[src/rtl/deconv_pkg.sv]
// rtl/deconv_pkg.sv - shared types and default widths for the deconvolution block
//
// Purpose: FSM state encoding plus the default operand/residual widths used by
// deconvolution and deconv_serdiv.
//   DW_DEF : default width of x and h
//   YW_DEF : default width of y (holds a 4-term sum of DW x DW products)
//   RW_DEF : default residual width, one sign bit plus one guard bit above YW
package deconv_pkg;

  typedef enum logic [2:0] {
    S_IDLE,
    S_ACCUM,
    S_DIVIDE,
    S_CHECK,
    S_DONE
  } state_e;

  localparam int DW_DEF = 6;
  localparam int YW_DEF = 2 * DW_DEF + 2;
  localparam int RW_DEF = YW_DEF + 2;

endpackage

[src/rtl/deconv_serdiv.sv]
// rtl/deconv_serdiv.sv - YW-cycle restoring divider, one quotient bit per cycle
//
// Purpose: unsigned dividend_i / divisor_i, MSB first. The first quotient bit
// is produced in the start cycle itself, so the whole division occupies exactly
// YW cycles: start_i in cycle 0, done_o in cycle YW-1. quotient_o and rem_nz_o
// are valid only while done_o is high.
// Ports:
//   clk, rst      clock, asynchronous active-high reset
//   start_i       begin a division (sampled only while idle)
//   dividend_i    YW-bit dividend, read in the start cycle
//   divisor_i     DW-bit divisor, must stay stable for the whole division
//   busy_o        a division is in flight after its start cycle
//   done_o        final quotient bit is being produced this cycle
//   quotient_o    full YW-bit quotient
//   rem_nz_o      final remainder is nonzero
module deconv_serdiv #(
  parameter int DW = 6,
  parameter int YW = 14
) (
  input  logic          clk,
  input  logic          rst,
  input  logic          start_i,
  input  logic [YW-1:0] dividend_i,
  input  logic [DW-1:0] divisor_i,
  output logic          busy_o,
  output logic          done_o,
  output logic [YW-1:0] quotient_o,
  output logic          rem_nz_o
);

  localparam int CW = $clog2(YW);

  logic          busy_q;
  logic [CW-1:0] cnt_q;
  logic [DW-1:0] rem_q;
  logic [YW-2:0] quo_q;
  logic [YW-1:0] dvd_q;

  logic [DW-1:0] rem_in;
  logic          bit_in;
  logic [DW:0]   trial;
  logic          ge;
  logic [DW-1:0] rem_nx;
  logic [YW-1:0] quo_nx;

  // The partial remainder is always below the divisor, so it fits in DW bits
  // and the trial subtraction can be done modulo 2^DW.
  assign rem_in = start_i ? '0 : rem_q;
  assign bit_in = start_i ? dividend_i[YW-1] : dvd_q[YW-1];
  assign trial  = {rem_in, bit_in};
  assign ge     = (trial >= {1'b0, divisor_i});
  assign rem_nx = ge ? (trial[DW-1:0] - divisor_i) : trial[DW-1:0];
  assign quo_nx = {quo_q, ge};

  assign busy_o     = busy_q;
  assign done_o     = busy_q && (cnt_q == CW'(YW - 1));
  assign quotient_o = quo_nx;
  assign rem_nz_o   = |rem_nx;

  always_ff @(posedge clk or posedge rst) begin
    if (rst) begin
      busy_q <= 1'b0;
      cnt_q  <= '0;
      rem_q  <= '0;
      quo_q  <= '0;
      dvd_q  <= '0;
    end else if (start_i || busy_q) begin
      rem_q <= rem_nx;
      quo_q <= quo_nx[YW-2:0];
      if (start_i) begin
        busy_q <= 1'b1;
        cnt_q  <= CW'(1);
        dvd_q  <= {dividend_i[YW-2:0], 1'b0};
      end else begin
        cnt_q <= cnt_q + CW'(1);
        dvd_q <= {dvd_q[YW-2:0], 1'b0};
        if (done_o) begin
          busy_q <= 1'b0;
        end
      end
    end
  end

endmodule

[src/rtl/deconvolution.sv]
// rtl/deconvolution.sv - serial inverse of the 4-tap linear convolution unit
//
// Purpose: recovers x0..x3 from y0..y6 and taps h0..h3 by polynomial long
// division, x_k = (y_k - sum h_j*x_{k-j}) / h0, with one shared DW x DW
// multiplier and a serial divider. Optional re-convolution check of y4..y6 is
// built when DECONV_CHECK_EN is defined; otherwise err_mismatch is 0 and
// y4..y6 are ignored.
// Ports:
//   clk, rst                 clock, asynchronous active-high reset
//   in_valid / in_ready      operand handshake, in_ready high only in IDLE
//   y0..y6                   convolution outputs (YW bits, unsigned)
//   h0..h3                   kernel taps (DW bits, unsigned)
//   out_valid / out_ready    result handshake, out_valid held in DONE
//   x0..x3                   recovered inputs (DW bits, unsigned)
//   err_div0, err_inexact, err_ovf, err_neg, err_mismatch  sticky job flags
module deconvolution
  import deconv_pkg::*;
#(
  parameter int DW = DW_DEF,
  parameter int YW = 2 * DW + 2
) (
  input  logic          clk,
  input  logic          rst,
  input  logic          in_valid,
  output logic          in_ready,
  input  logic [YW-1:0] y0,
  input  logic [YW-1:0] y1,
  input  logic [YW-1:0] y2,
  input  logic [YW-1:0] y3,
  input  logic [YW-1:0] y4,
  input  logic [YW-1:0] y5,
  input  logic [YW-1:0] y6,
  input  logic [DW-1:0] h0,
  input  logic [DW-1:0] h1,
  input  logic [DW-1:0] h2,
  input  logic [DW-1:0] h3,
  output logic          out_valid,
  input  logic          out_ready,
  output logic [DW-1:0] x0,
  output logic [DW-1:0] x1,
  output logic [DW-1:0] x2,
  output logic [DW-1:0] x3,
  output logic          err_div0,
  output logic          err_inexact,
  output logic          err_ovf,
  output logic          err_neg,
  output logic          err_mismatch
);

  localparam int RW = YW + 2;

  state_e state_q, state_d;

  logic [DW-1:0]        h_q [4];
  logic [DW-1:0]        x_q [4];
  logic [DW-1:0]        x_d [4];
  logic [YW-1:0]        y1_q, y2_q, y3_q;
  logic signed [RW-1:0] res_q, res_d;
  logic [2:0]           k_q, k_d;
  logic [2:0]           j_q, j_d;
  logic                 div0_q, div0_d;
  logic                 inexact_q, inexact_d;
  logic                 ovf_q, ovf_d;
  logic                 neg_q, neg_d;

  logic                 capture;
  logic [YW-1:0]        y_next;
  logic [1:0]           xi;
  logic [2*DW-1:0]      prod;
  logic signed [RW-1:0] mac;

  logic                 div_start, div_busy, div_done, div_rem_nz;
  logic [YW-1:0]        div_quo;

`ifdef DECONV_CHECK_EN
  logic [YW-1:0]        y4_q, y5_q, y6_q;
  logic                 mism_q, mism_d;
`else
  logic                 unused_y;
  assign unused_y = ^{y4, y5, y6};
`endif

  assign capture = in_valid && (state_q == S_IDLE);

  // Shared MAC: residual minus h_j * x_{k-j}. The x index is only meaningful
  // in ACCUM/CHECK multiply cycles, where k-j always lies in 0..3.
  assign xi   = 2'(k_q - j_q);
  assign prod = h_q[j_q[1:0]] * x_q[xi];
  assign mac  = res_q - $signed({{(RW - 2 * DW){1'b0}}, prod});

  // y operand for the step after k_q.
  always_comb begin
    y_next = '0;
    case (k_q)
      3'd0: y_next = y1_q;
      3'd1: y_next = y2_q;
      3'd2: y_next = y3_q;
`ifdef DECONV_CHECK_EN
      3'd3: y_next = y4_q;
      3'd4: y_next = y5_q;
      3'd5: y_next = y6_q;
`endif
      default: y_next = '0;
    endcase
  end

  // Residual is nonnegative whenever it is actually divided, so its low YW
  // bits are the full dividend. A zero divisor never starts the divider.
  assign div_start = (state_q == S_DIVIDE) && !div_busy && !div0_q;

  deconv_serdiv #(
    .DW(DW),
    .YW(YW)
  ) u_serdiv (
    .clk       (clk),
    .rst       (rst),
    .start_i   (div_start),
    .dividend_i(res_q[YW-1:0]),
    .divisor_i (h_q[0]),
    .busy_o    (div_busy),
    .done_o    (div_done),
    .quotient_o(div_quo),
    .rem_nz_o  (div_rem_nz)
  );

  always_comb begin
    state_d   = state_q;
    res_d     = res_q;
    k_d       = k_q;
    j_d       = j_q;
    x_d       = x_q;
    div0_d    = div0_q;
    inexact_d = inexact_q;
    ovf_d     = ovf_q;
    neg_d     = neg_q;
`ifdef DECONV_CHECK_EN
    mism_d    = mism_q;
`endif

    case (state_q)
      S_IDLE: begin
        if (in_valid) begin
          x_d       = '{default: '0};
          div0_d    = (h0 == '0);
          inexact_d = 1'b0;
          ovf_d     = 1'b0;
          neg_d     = 1'b0;
`ifdef DECONV_CHECK_EN
          mism_d    = 1'b0;
`endif
          res_d     = {2'b00, y0};
          k_d       = 3'd0;
          j_d       = 3'd1;
          // k=0 has no ACCUM step; a zero h0 is retired from DIVIDE.
          state_d   = S_DIVIDE;
        end
      end

      S_ACCUM: begin
        res_d = mac;
        if (j_q == k_q) begin
          state_d = S_DIVIDE;
        end else begin
          j_d = j_q + 3'd1;
        end
      end

      S_DIVIDE: begin
        if (div0_q) begin
          state_d = S_DONE;
        end else if (div_done) begin
          if (res_q[RW-1]) begin
            x_d[k_q[1:0]] = '0;
            neg_d         = 1'b1;
          end else begin
            if (|div_quo[YW-1:DW]) begin
              x_d[k_q[1:0]] = '1;
              ovf_d         = 1'b1;
            end else begin
              x_d[k_q[1:0]] = div_quo[DW-1:0];
            end
            if (div_rem_nz) begin
              inexact_d = 1'b1;
            end
          end

          if (k_q == 3'd3) begin
`ifdef DECONV_CHECK_EN
            res_d   = {2'b00, y_next};
            k_d     = 3'd4;
            j_d     = 3'd1;
            state_d = S_CHECK;
`else
            state_d = S_DONE;
`endif
          end else begin
            res_d   = {2'b00, y_next};
            k_d     = k_q + 3'd1;
            j_d     = 3'd1;
            state_d = S_ACCUM;
          end
        end
      end

`ifdef DECONV_CHECK_EN
      // j_q==4 marks the compare cycle after the last MAC for this y_k.
      S_CHECK: begin
        if (j_q == 3'd4) begin
          if (res_q != '0) begin
            mism_d = 1'b1;
          end
          if (k_q == 3'd6) begin
            state_d = S_DONE;
          end else begin
            res_d = {2'b00, y_next};
            k_d   = k_q + 3'd1;
            j_d   = k_q - 3'd2;
          end
        end else begin
          res_d = mac;
          j_d   = j_q + 3'd1;
        end
      end
`endif

      S_DONE: begin
        if (out_ready) begin
          state_d = S_IDLE;
        end
      end

      default: state_d = S_IDLE;
    endcase
  end

  always_ff @(posedge clk or posedge rst) begin
    if (rst) begin
      state_q   <= S_IDLE;
      res_q     <= '0;
      k_q       <= '0;
      j_q       <= '0;
      x_q       <= '{default: '0};
      div0_q    <= 1'b0;
      inexact_q <= 1'b0;
      ovf_q     <= 1'b0;
      neg_q     <= 1'b0;
`ifdef DECONV_CHECK_EN
      mism_q    <= 1'b0;
`endif
    end else begin
      state_q   <= state_d;
      res_q     <= res_d;
      k_q       <= k_d;
      j_q       <= j_d;
      x_q       <= x_d;
      div0_q    <= div0_d;
      inexact_q <= inexact_d;
      ovf_q     <= ovf_d;
      neg_q     <= neg_d;
`ifdef DECONV_CHECK_EN
      mism_q    <= mism_d;
`endif
    end
  end

  always_ff @(posedge clk or posedge rst) begin
    if (rst) begin
      h_q  <= '{default: '0};
      y1_q <= '0;
      y2_q <= '0;
      y3_q <= '0;
`ifdef DECONV_CHECK_EN
      y4_q <= '0;
      y5_q <= '0;
      y6_q <= '0;
`endif
    end else if (capture) begin
      h_q[0] <= h0;
      h_q[1] <= h1;
      h_q[2] <= h2;
      h_q[3] <= h3;
      y1_q   <= y1;
      y2_q   <= y2;
      y3_q   <= y3;
`ifdef DECONV_CHECK_EN
      y4_q   <= y4;
      y5_q   <= y5;
      y6_q   <= y6;
`endif
    end
  end

  assign in_ready    = (state_q == S_IDLE);
  assign out_valid   = (state_q == S_DONE);
  assign x0          = x_q[0];
  assign x1          = x_q[1];
  assign x2          = x_q[2];
  assign x3          = x_q[3];
  assign err_div0    = div0_q;
  assign err_inexact = inexact_q;
  assign err_ovf     = ovf_q;
  assign err_neg     = neg_q;
`ifdef DECONV_CHECK_EN
  assign err_mismatch = mism_q;
`else
  assign err_mismatch = 1'b0;
`endif

endmodule

[config.mk]
export PLATFORM = sky130hd
export DESIGN_NAME = deconvolution
export DESIGN_NICKNAME = d
export VERILOG_FILES = /design/src/rtl/deconv_pkg.sv /design/src/rtl/deconv_serdiv.sv /design/src/rtl/deconvolution.sv
export SDC_FILE = /design/constraint.sdc
export NUM_CORES = 1
export LEC_CHECK = 0
export CAP_MARGIN = 5
export CORE_MARGIN = 1
export CORE_UTILIZATION = 49
export CTS_BUF_LIST = sky130_fd_sc_hd__clkbuf_16
export CTS_CLUSTER_SIZE = 16
export DETAILED_ROUTE_END_ITERATION = 10
export PLACE_DENSITY = 0.85
export SETUP_SLACK_MARGIN = 0.3
export SLEW_MARGIN = 25
export SYNTH_ARGS = -nofsm -noshare
export SYNTH_HDL_FRONTEND = slang
export SYNTH_SLANG_ARGS = --single-unit
[constraint.sdc]
create_clock -name clk -period 7.1 [get_ports clk]
set_input_delay 1.42 -clock clk [delete_from_list [all_inputs] [get_ports clk]]
set_output_delay 1.42 -clock clk [all_outputs]
set_load 0.02 [all_outputs]
# Word level (Yosys, flattened, before mapping)
# Index checks and enable logic that the tools add are counted.
# word_totals
ff_bits	157
in_bits	126
out_inout_bits	31
elab_cells	149
# op_classes
addsub	6
multipliers	1
n_lt_le_gt_ge	5
n_eq_ne	20
mux	61
bitwise_logic	6
reduce_logical	26
# op_table
op	n
2-to-1 mux 24 bit	5
2-to-1 mux 16 bit	4
case mux 16 bit (3 select lines)	1
case mux 24 bit (2 select lines)	1
2-to-1 mux 3 bit	15
2-to-1 mux 6 bit	7
case mux 14 bit (3 select lines)	1
bitwise AND 24 bit	1
binary-select mux 6 bit (select 2 bit)	2
bitwise mux 24 bit	1
inverter 24 bit	1
bitwise OR 24 bit	1
inequality test 2 bit (second input constant)	9
AND reduction 6 bit	3
subtractor 16 x 13 -> 16 bit	1
2-to-1 mux 1 bit	15
AND reduction 5 bit	3
2-to-1 mux 14 bit	1
demux 6 bit (select 2 bit)	1
multiplier 6 x 6 -> 12 bit	1
case mux 3 bit (4 select lines)	1
equality test 3 x 2 -> 1 bit (second input constant)	3
greater-or-equal comparator 3 bit (second input constant)	3
inverter 2 -> 3 bit	3
other kinds (27)	41

# Logic depth before layout (Yosys ltp)
# Gate-level depths: netlist (run 1).
# depth
word_depth	12
ltp_mapped	25
depth_no_buf	24

# Hierarchy
# Synthesis (run 1) repeated with hierarchy kept, for this count alone.
# hier_totals
hier_cells	867
hier_area_um2	9198.8
# by_module_without_submodules
mod	instances	cells_per_inst	area_per_inst_um2	seq_area_each_um2
deconvolution	1	671	7184.4	2977.9
deconv_serdiv	1	196	2014.4	925.9

# Worst setup path before layout (run 1)
# OpenSTA, ideal clock, no wires.
# synth_timing
path_kind	register to register
from	reg j_q[1]
to	reg res_q[15]
setup_time_ps	128
arrival_time_ps	6569
required_time_ps	6972
slack_ps	404
path_stages_with_launch	24
n_path_buf	2
period_less_slack_ps	6696
path_cell_list	dfrtp_1 > buf_2 > xnor2_1 > xnor2_1 > mux4_2 > and2_1 > fa_1 > inv_1 > fa_1 > fa_1 > inv_1 > ha_1 > nor2b_1 > o21ai_0 > nand2b_1 > a22o_1 > o41a_1 > xnor2_1 > ha_1 > clkbuf_1 > and3_1 > and3_1 > or4_1 > mux2_1
# synth_via
elab_chain_len	8
word_cells_on_any_way	12
cone_classes	add/sub: 2; mul: 1; mux: 7; bitwise: 2
# synth_lines
item	line_no	text
start, declared	deconvolution.sv:60	logic [2:0] j_q, j_d;
start signal, assigned	deconvolution.sv:254	j_q <= j_d;
subtractor 2 bit	deconvolution.sv:87	assign xi = 2'(k_q - j_q);
inverter 2 -> 3 bit (not written as such)	deconvolution.sv:88	assign prod = h_q[j_q[1:0]] * x_q[xi];
binary-select mux 6 bit (select 2 bit)	deconvolution.sv:88	
2-to-1 mux 6 bit (not written as such) (2 in a row)	deconvolution.sv:88	
multiplier 6 x 6 -> 12 bit *	deconvolution.sv:88	
subtractor 16 x 13 -> 16 bit *	deconvolution.sv:89	assign mac = res_q - $signed({{(RW - 2 * DW){1'b0}}, prod});
case mux 16 bit (3 select lines) *	deconvolution.sv:140	case (state_q)
end signal, assigned	deconvolution.sv:252	res_q <= res_d;
end, declared	deconvolution.sv:58	logic signed [RW-1:0] res_q, res_d;
# Every way passes the cells marked *; elsewhere a longest branch is shown, timed or not. The select of a mux whose other input is x is not followed.
# A chain may end at the register's enable or synchronous reset.

# Final worst setup path (run 1)
# layout_timing
from	reg k_q[0]
to	reg res_q[15]
# layout_via
elab_chain_len	8
word_cells_on_any_way	11
cone_classes	add/sub: 2; mul: 1; eq/ne: 2; mux: 4; bitwise: 1; reduce/logical: 1
# layout_lines
item	line_no	text
start, declared	deconvolution.sv:59	logic [2:0] k_q, k_d;
start signal, assigned	deconvolution.sv:253	k_q <= k_d;
subtractor 2 bit	deconvolution.sv:87	
inverter 2 -> 3 bit (not written as such)	deconvolution.sv:88	
binary-select mux 6 bit (select 2 bit)	deconvolution.sv:88	
2-to-1 mux 6 bit (not written as such) (2 in a row)	deconvolution.sv:88	
multiplier 6 x 6 -> 12 bit	deconvolution.sv:88	
subtractor 16 x 13 -> 16 bit	deconvolution.sv:89	
case mux 16 bit (3 select lines)	deconvolution.sv:140	
# Parallel ways exist; a longest one is shown, timed or not. The select of a mux whose other input is x is not followed.

==> summary.md, run 1 <==
| Metric | Value |
|---|---|
| Status | complete, but fails checks |
| Failing checks | design-rule violations |
| Setup Crit Path Kind | reg -> reg |
| Vias in the first global route | roughly 7700 |
| Top FF cell, synth | dfrtp_1 |
| Leak | a little over 0.005 uW |
| Max Root-Sink Buffers | 2 |
| Layout area overhead | 20.6% |
| Die area | between 15000 and 20000 um2 |
| Initial detailed-routing violation count | roughly 750 |
| Most Crowded Layer GR | met2 |
| Global-route wire length before repair | 39600 um |
| Fin crit period | about 6600 ps |
| Antenna Nets Post-Route | 0 |
| GR Layer Usage met3 | under 10% |
| DIE HEIGHT | between 100 and 150 um |
| Peak supply drop | between 0.0002 and 0.0003 V |
| Final Net Count | about 1300 |
| Slew margin rel. | 32.2% |
| Met2 usage in global routing | 42.1% |
| Unrepaired setup endpoints after global routing | true |
| Hold path startpoint | h_q[2] |
| Data required, critical path | 7410 ps |
| Ratio of cells with drive above 1 in the final layout | 6.64% |
| R2R depth | 22 |
| Total power | 5890 uW |
| Most common cell after layout, fill and taps aside | nand2_1 |
| R2R Path Start | k_q[0] |
| Worst-Margin Slew | around 1000 ps |
| Synth Register Bits | ~160 |
| Post-synthesis sequential area ratio | between 40% and 50% |
| CP max FO | 9 |
| Dpl hpwl | ~18000 um |
| # DRC | 7 |
| Worst-path clk slew | approximately 70 ps |
| Ys async rst share | 100% |
| Initial antenna violation count | 2 |
| GP Congestion | about 0.9 |
| Final wirelength | about 25000 um |
| Core box area | 18100 um2 |
| I/O pins | between 150 and 200 |
| Clock H-tree levels | 4 |
| Critical path arrival | between 6000 and 7000 ps |
| TritonCTS clock tree | yes |
| Drt via density | around 5.9 |
| Cell Rows | between 40 and 50 |
| Setup TNS | 0 ps |
| EDFF count, synth | 0 |
| Per-cell routed wire length | between 15 and 20 um |
| Yosys warns | 0 |
| I/O Buffers | 113 |
| Max Cap Violations | 0 |
| Total track usage | between 20% and 30% |
| Cell variety after synth | 64 |
| Endpoints failing hold | 0 |
| Post-Layout Inst Area | around 11000 um2 |
| WHS Path Cells | 2 |
| Syn Nets | about 1200 |
| Largest stage delay, worst path | about 630 ps |
| Die Wd | about 140 um |
| Placed Area | between 10000 and 15000 um2 |
| Setup violators final | 0 |
| Power density over the cells | roughly 530 nW/um2 |
| Post-CTS Resized | 1 |
| Worst path cell trace | inv_1 -> ha_1 -> xnor2_4 -> mux4_2 -> and2_1 -> fa_1 -> inv_1 -> fa_1 -> fa_1 -> inv_1 -> ha_1 -> nor2b_1 -> o21ai_0 -> nand2b_1 -> a22o_1 -> o41a_1 -> xnor2_1 -> ha_1 -> buf_4 -> a22o_1 -> or4_1 -> mux2_1 |
| Gr ovfl total | 0 |
| Post CTS Setup Buffer Count | 0 |
| Gate Count Post-Synth | between 900 and 1000 |
| Syn Area/Cell | 9.23 um2 |
| Met1 usage | 34.4% |
| Clock Sinks | between 150 and 200 |
| Initial Util | 50.6% |
| CTS root buf | clkbuf_16 |
| CTS buffer count | 17 |
| RR Endpoint | res_q[15] |
| Commonest cells after routing, fill and taps aside | nand2_1, dfrtp_1, clkdlybuf4s50_1, o21ai_0, ha_1 |
| WHS Endpoint | h_q[2] |
| Final slew viol count | 0 |
| Crit share post-route | slightly above 90% |
| Fmax | roughly 0.15 GHz |
| Hold WC Path Type | reg -> reg |
| Post-CTS Hold Buffers | 0 |
| Worst skew pair latency | 430 ps |
| ANT cells | 0 |
| Synth Cell Area | approximately 9200 um2 |
| Slowest CP cell | mux4_2 |
| Crit path launch type | flip-flop |
| Clock skew | just over 9 ps |
| Drt pass-1 iters | 10 |
| Critical Path End Type | flip-flop |
| Largest net degree at the start of global routing | ~100 |
| Worst hold slack | slightly below 500 ps |
| Worst R2R Setup Slack | 460 ps |
| Detailed-route via count | between 7000 and 8000 |
cell type report:
cell class                 instances  area (um2)
fill                            1440        7090
multi-input combinational        746        4950
sequential                       156        3900
timing repair buffer             121        1190
clock buffer                      17         425
tap                              229         287
inverter                          44         170
clock inverter                    15         138
synthesized netlist by cell type (3+ instances only):
cell,n,area (um2)
a21oi_1,42,210
or4_1,4,30.0
nor2b_1,8,50.1
clkbuf_1,39,146
xor2_1,12,105
buf_4,4,30.0
a21o_1,3,22.5
nor4_1,3,18.8
o21ai_0,55,275
nand4_1,3,18.8
mux2_1,3,33.8
ha_1,47,588
o31ai_1,5,37.5
o21ai_1,5,25.0
a22o_1,24,210
o21a_1,12,90.1
xnor2_1,8,70.1
dfrtp_1,156,3900
o22ai_1,3,18.8
a22oi_1,9,67.6
o311ai_0,3,26.3
o31a_1,4,35.0
or3_1,6,37.5
nand3_1,13,65.1
a31oi_1,5,31.3
fa_1,19,380
mux4_2,12,270
a222oi_1,5,50.1
inv_1,44,165
nor2_1,44,165
buf_2,3,15.0
nand2_1,262,983
mux2i_1,19,190
and2_1,36,225
mux2_2,12,135
nor3_1,16,80.1
o211ai_1,3,22.5
and3_1,3,18.8
o21bai_1,3,22.5
nand2b_1,7,43.8
worst max-delay path by stage:
stage / startpoint / endpoint / slack (ps) / cells after the start
after floorplan: j_q[1] / res_q[15] / 400 / 23
after global routing: k_q[0] / res_q[15] / 190 / 22
after detailed placement: k_q[0] / res_q[15] / 220 / 22
after CTS: k_q[0] / res_q[15] / 380 / 22
final: k_q[0] / res_q[15] / 460 / 22
after global placement: k_q[0] / res_q[15] / 340 / 22
per-stage QoR:
stage	setup WS, ps	utilization (%)	std cells
global route	185	61.0	1328
detailed placement	219	57.7	1296
global placement	345	57.7	1296
floorplan	404	-	994
finish	456	61.0	1328
CTS	377	60.8	1328
worst max-delay path, delay by kind of cell (launching register included):
family / cells / cell delay, ps
AO/OA/AOI/OAI: 4 / 990
XOR/XNOR: 2 / 430
adder cells (fa/ha/maj): 6 / 2430
buffers and inverters: 4 / 380
flip-flops: 1 / 370
multiplexers: 2 / 950
AND/OR/NAND/NOR: 4 / 980
state kept, by name, indices dropped and copies added (netlist names), 13 cells and up:
signal and count:
y2_q 14, h_q 24, y3_q 14, u_serdiv.quo_q 13, u_serdiv.dvd_q 13, res_q 16, y1_q 14
report_power, final:
group          total [uW]  internal, uW  switching, uW
Combinational        3390          1410           1980
Clock                 881           488            393
Sequential           1620          1280            339
layer usage:
layer | up-vias | part of all wire (%)
li1 | 3607 | -
met1 | 3780 | 40
met2 | 363 | 47
met3 | 66 | 9.0
met4 | 4 | 3.1
met5 | - | 0.11
kinds of logic (layout without fill, tap and decap cells):
logic type / Yosys count / after routing / share of synthesized area [%]
mux: 46 / 46 / 6.86
fa+ha+maj: 66 / 66 / 10.6
buf+inv: 92 / 197 / 3.98
flops: 156 / 156 / 42.5
other cells: 1 / 1 / 0.0409
simple gates: 412 / 412 / 19.6
compound gates: 201 / 201 / 14.5
xor+xnor: 20 / 20 / 1.91
(Power assumes the default switching activity.)
==> inputs of run 2 (changes only) <==
- PLACE_DENSITY: 0.85 -> not set
- PLACE_DENSITY_LB_ADDON: not set -> 0.1
==> run 2 against run 1 <==
  * Clock-buffer cell count unchanged
  * Highest routed layer is now met4
  * Die area unchanged
  * Total power increased by 0.43%
  * Clock skew increased by 3.9 ps
  * Final area increased by 0.88%
  * Hold slack got worse by 4.6 ps
  * Critical endpoint unchanged
  * Non-clock buffer count increased by 11
  * Combinational power increased by 1%
  * Worst setup slack improved by 140 ps
  * The flow now finishes without violations
  * Routed wire length decreased by 1.7%
  * Via count decreased by 3.2%
  * Critical path depth increased by 1
==> summary.md, run 2 (synthesis gave the netlist of run 1 again) <==
| Metric | Value |
|---|---|
| Status | completed |
| Most common cell after layout, fill and taps aside | nand2_1 |
| Endpoints failing hold | 0 |
| Global-route wire length before repair | approximately 40000 um |
| Detailed-route via count | 7567 |
| GP Congestion | around 0.92 |
| Clock Sinks | approximately 160 |
| Drt via density | between 5 and 6 |
| Vias in the first global route | 7369 |
| ANT cells | 0 |
| Initial Util | between 50% and 60% |
| Initial detailed-routing violation count | 476 |
| Data required, critical path | about 7400 ps |
| Antenna Nets Post-Route | 0 |
| Post-CTS Hold Buffers | 0 |
| Slew margin rel. | about 27% |
| Per-cell routed wire length | about 18 um |
| Layout area overhead | 21.6% |
| Critical path arrival | just under 7000 ps |
| TritonCTS clock tree | yes |
| Critical Path End Type | flip-flop |
| I/O Buffers | approximately 110 |
| Clock skew | roughly 13 ps |
| Final slew viol count | 0 |
| Peak supply drop | 0.000207 V |
| Drt pass-1 iters | 5 |
| Worst-path clk slew | about 70 ps |
| Fin crit period | 6500 ps |
| Max Root-Sink Buffers | 2 |
| Die Wd | 139 um |
| Clock H-tree levels | 4 |
| Setup TNS | 0 ps |
| Fmax | about 0.15 GHz |
| Total track usage | a little over a quarter |
| Initial antenna violation count | 0 |
| Commonest cells after routing, fill and taps aside | nand2_1, dfrtp_1, clkdlybuf4s50_1, o21ai_0, ha_1 |
| Max Cap Violations | 0 |
| Largest net degree at the start of global routing | roughly 100 |
| Final core occ | ~60% |
| Hold WC Path Type | reg -> reg |
| Power density over the cells | 530 nW/um2 |
| Final worst slack | ~600 ps |
| Worst-Margin Slew | around 1100 ps |
| Setup violators final | 0 |
| Final wirelength | 24300 um |
| Leading registers by flop count | h_q: 24 flops, res_q: 16 flops |
| Gr ovfl total | 0 |
| Reg with most FFs | h_q |
| Unrepaired setup endpoints after global routing | false |
| Die area | approximately 19000 um2 |
| Largest register FFs | 24 |
| Core box area | approximately 18000 um2 |
| DIE HEIGHT | approximately 140 um |
| Final Net Count | approximately 1300 |
| Worst skew pair latency | 430 ps |
| CP max FO | 6 |
| Worst hold slack | about 480 ps |
| Leak | around 0.0052 uW |
| Fillers | between 1500 and 2000 |
| Crit share post-route | between 90 and 100% |
| # DRC | 0 |
| Pre-CTS setup slack | between 500 and 600 ps |
| Setup Crit Path Kind | reg -> reg |
| Crit path launch type | flip-flop |
| CTS buffer count | 17 |
| I/O pins | 157 |
| Ratio of cells with drive above 1 in the final layout | 7.66% |
| CTS root buf | clkbuf_16 |
| Dpl hpwl | about 18000 um |
| Cell Rows | between 40 and 50 |
==> run 2: cell types whose count changed in the layout (fill, tap and decap cells not counted), sizes merged <==
cell | previous run | this run
buf | 8 | 19
clkinv | 6 | 5
clkinvlp | 2 | 1
inv | 50 | 52
==> run 2: report_power, final <==
part	switching (uW)	total (uW)	internal, uW
combinational	1990	3430	1440
sequential	305	1590	1280
clock	402	897	495
==> run 2: path summary, 6_finish.rpt <==
kind | slack (ps) | end | depth (start not counted) | from
worst max-delay path | 600 | res_q[15] | 23 | k_q[0]
worst min-delay path | 480 | y3_q[4] | 2 | y3_q[4]
worst max register to register | 600 | res_q[15] | 23 | k_q[0]
worst min register to register | 480 | y3_q[4] | 2 | y3_q[4]
max in group asynchronous | 4790 | u_serdiv.dvd_q[5] | 3 | rst
min in group asynchronous | 1320 | y2_q[1] | 2 | rst
==> run 2: through the flow <==
step / cell area (um2) / instances / power (uW)
final: 11200 / 1339 / 5920
after global routing: 11200 / 1339 / 6430
after CTS: 11100 / 1333 / 5880
after detailed placement: 10500 / 1301 / 4960
after global placement: 10500 / 1301 / 4890
after floorplan: 9180 / 994 / 3980
==> run 2: what timing repair did <==
| item | CTS | global route |
|---|---|---|
| setup buffers | 0 | 5 |
| endpoints found under the setup margin | 0 | 2 |
| resized for setup | 0 | 4 |
==> run 2: metal layers <==
| layer | global-route usage (%) | vias up | routed length (um) |
|---|---|---|---|
| met3 | 4.56 | 36 | 1280 |
| li1 | - | 3636 | - |
| met2 | 40.8 | 230 | 11000 |
| met4 | 9.47 | 0 | 645 |
| met1 | 38.1 | 3665 | 11300 |
| met5 | 0 | - | 0 |
==> run 2: critical path: stages, from the launching register on <==
cell	delay, ps
dfrtp_1	380
inv_2	70
ha_1	210
xnor2_1	150
buf_4	200
mux4_2	570
and2_1	200
fa_1	500
inv_1	50
fa_1	460
fa_1	540
inv_1	40
ha_1	320
nor2b_1	140
o21ai_0	150
nand2b_1	110
a22o_1	200
o41a_1	350
xnor2_2	170
ha_1	310
and3_1	190
and3_1	190
or4_1	540
mux2_1	330
==> run 2: final cells by class <==
| class | count | area, um2 | share of cell area [%] |
|---|---|---|---|
| clock buffer | 17 | 425 | 3.81 |
| clock inverter | 15 | 155 | 1.39 |
| inverter | 44 | 170 | 1.52 |
| multi-input combinational | 746 | 4920 | 44.1 |
| sequential | 156 | 3900 | 35.0 |
| tap | 229 | 287 | 2.57 |
| timing repair buffer | 132 | 1290 | 11.6 |
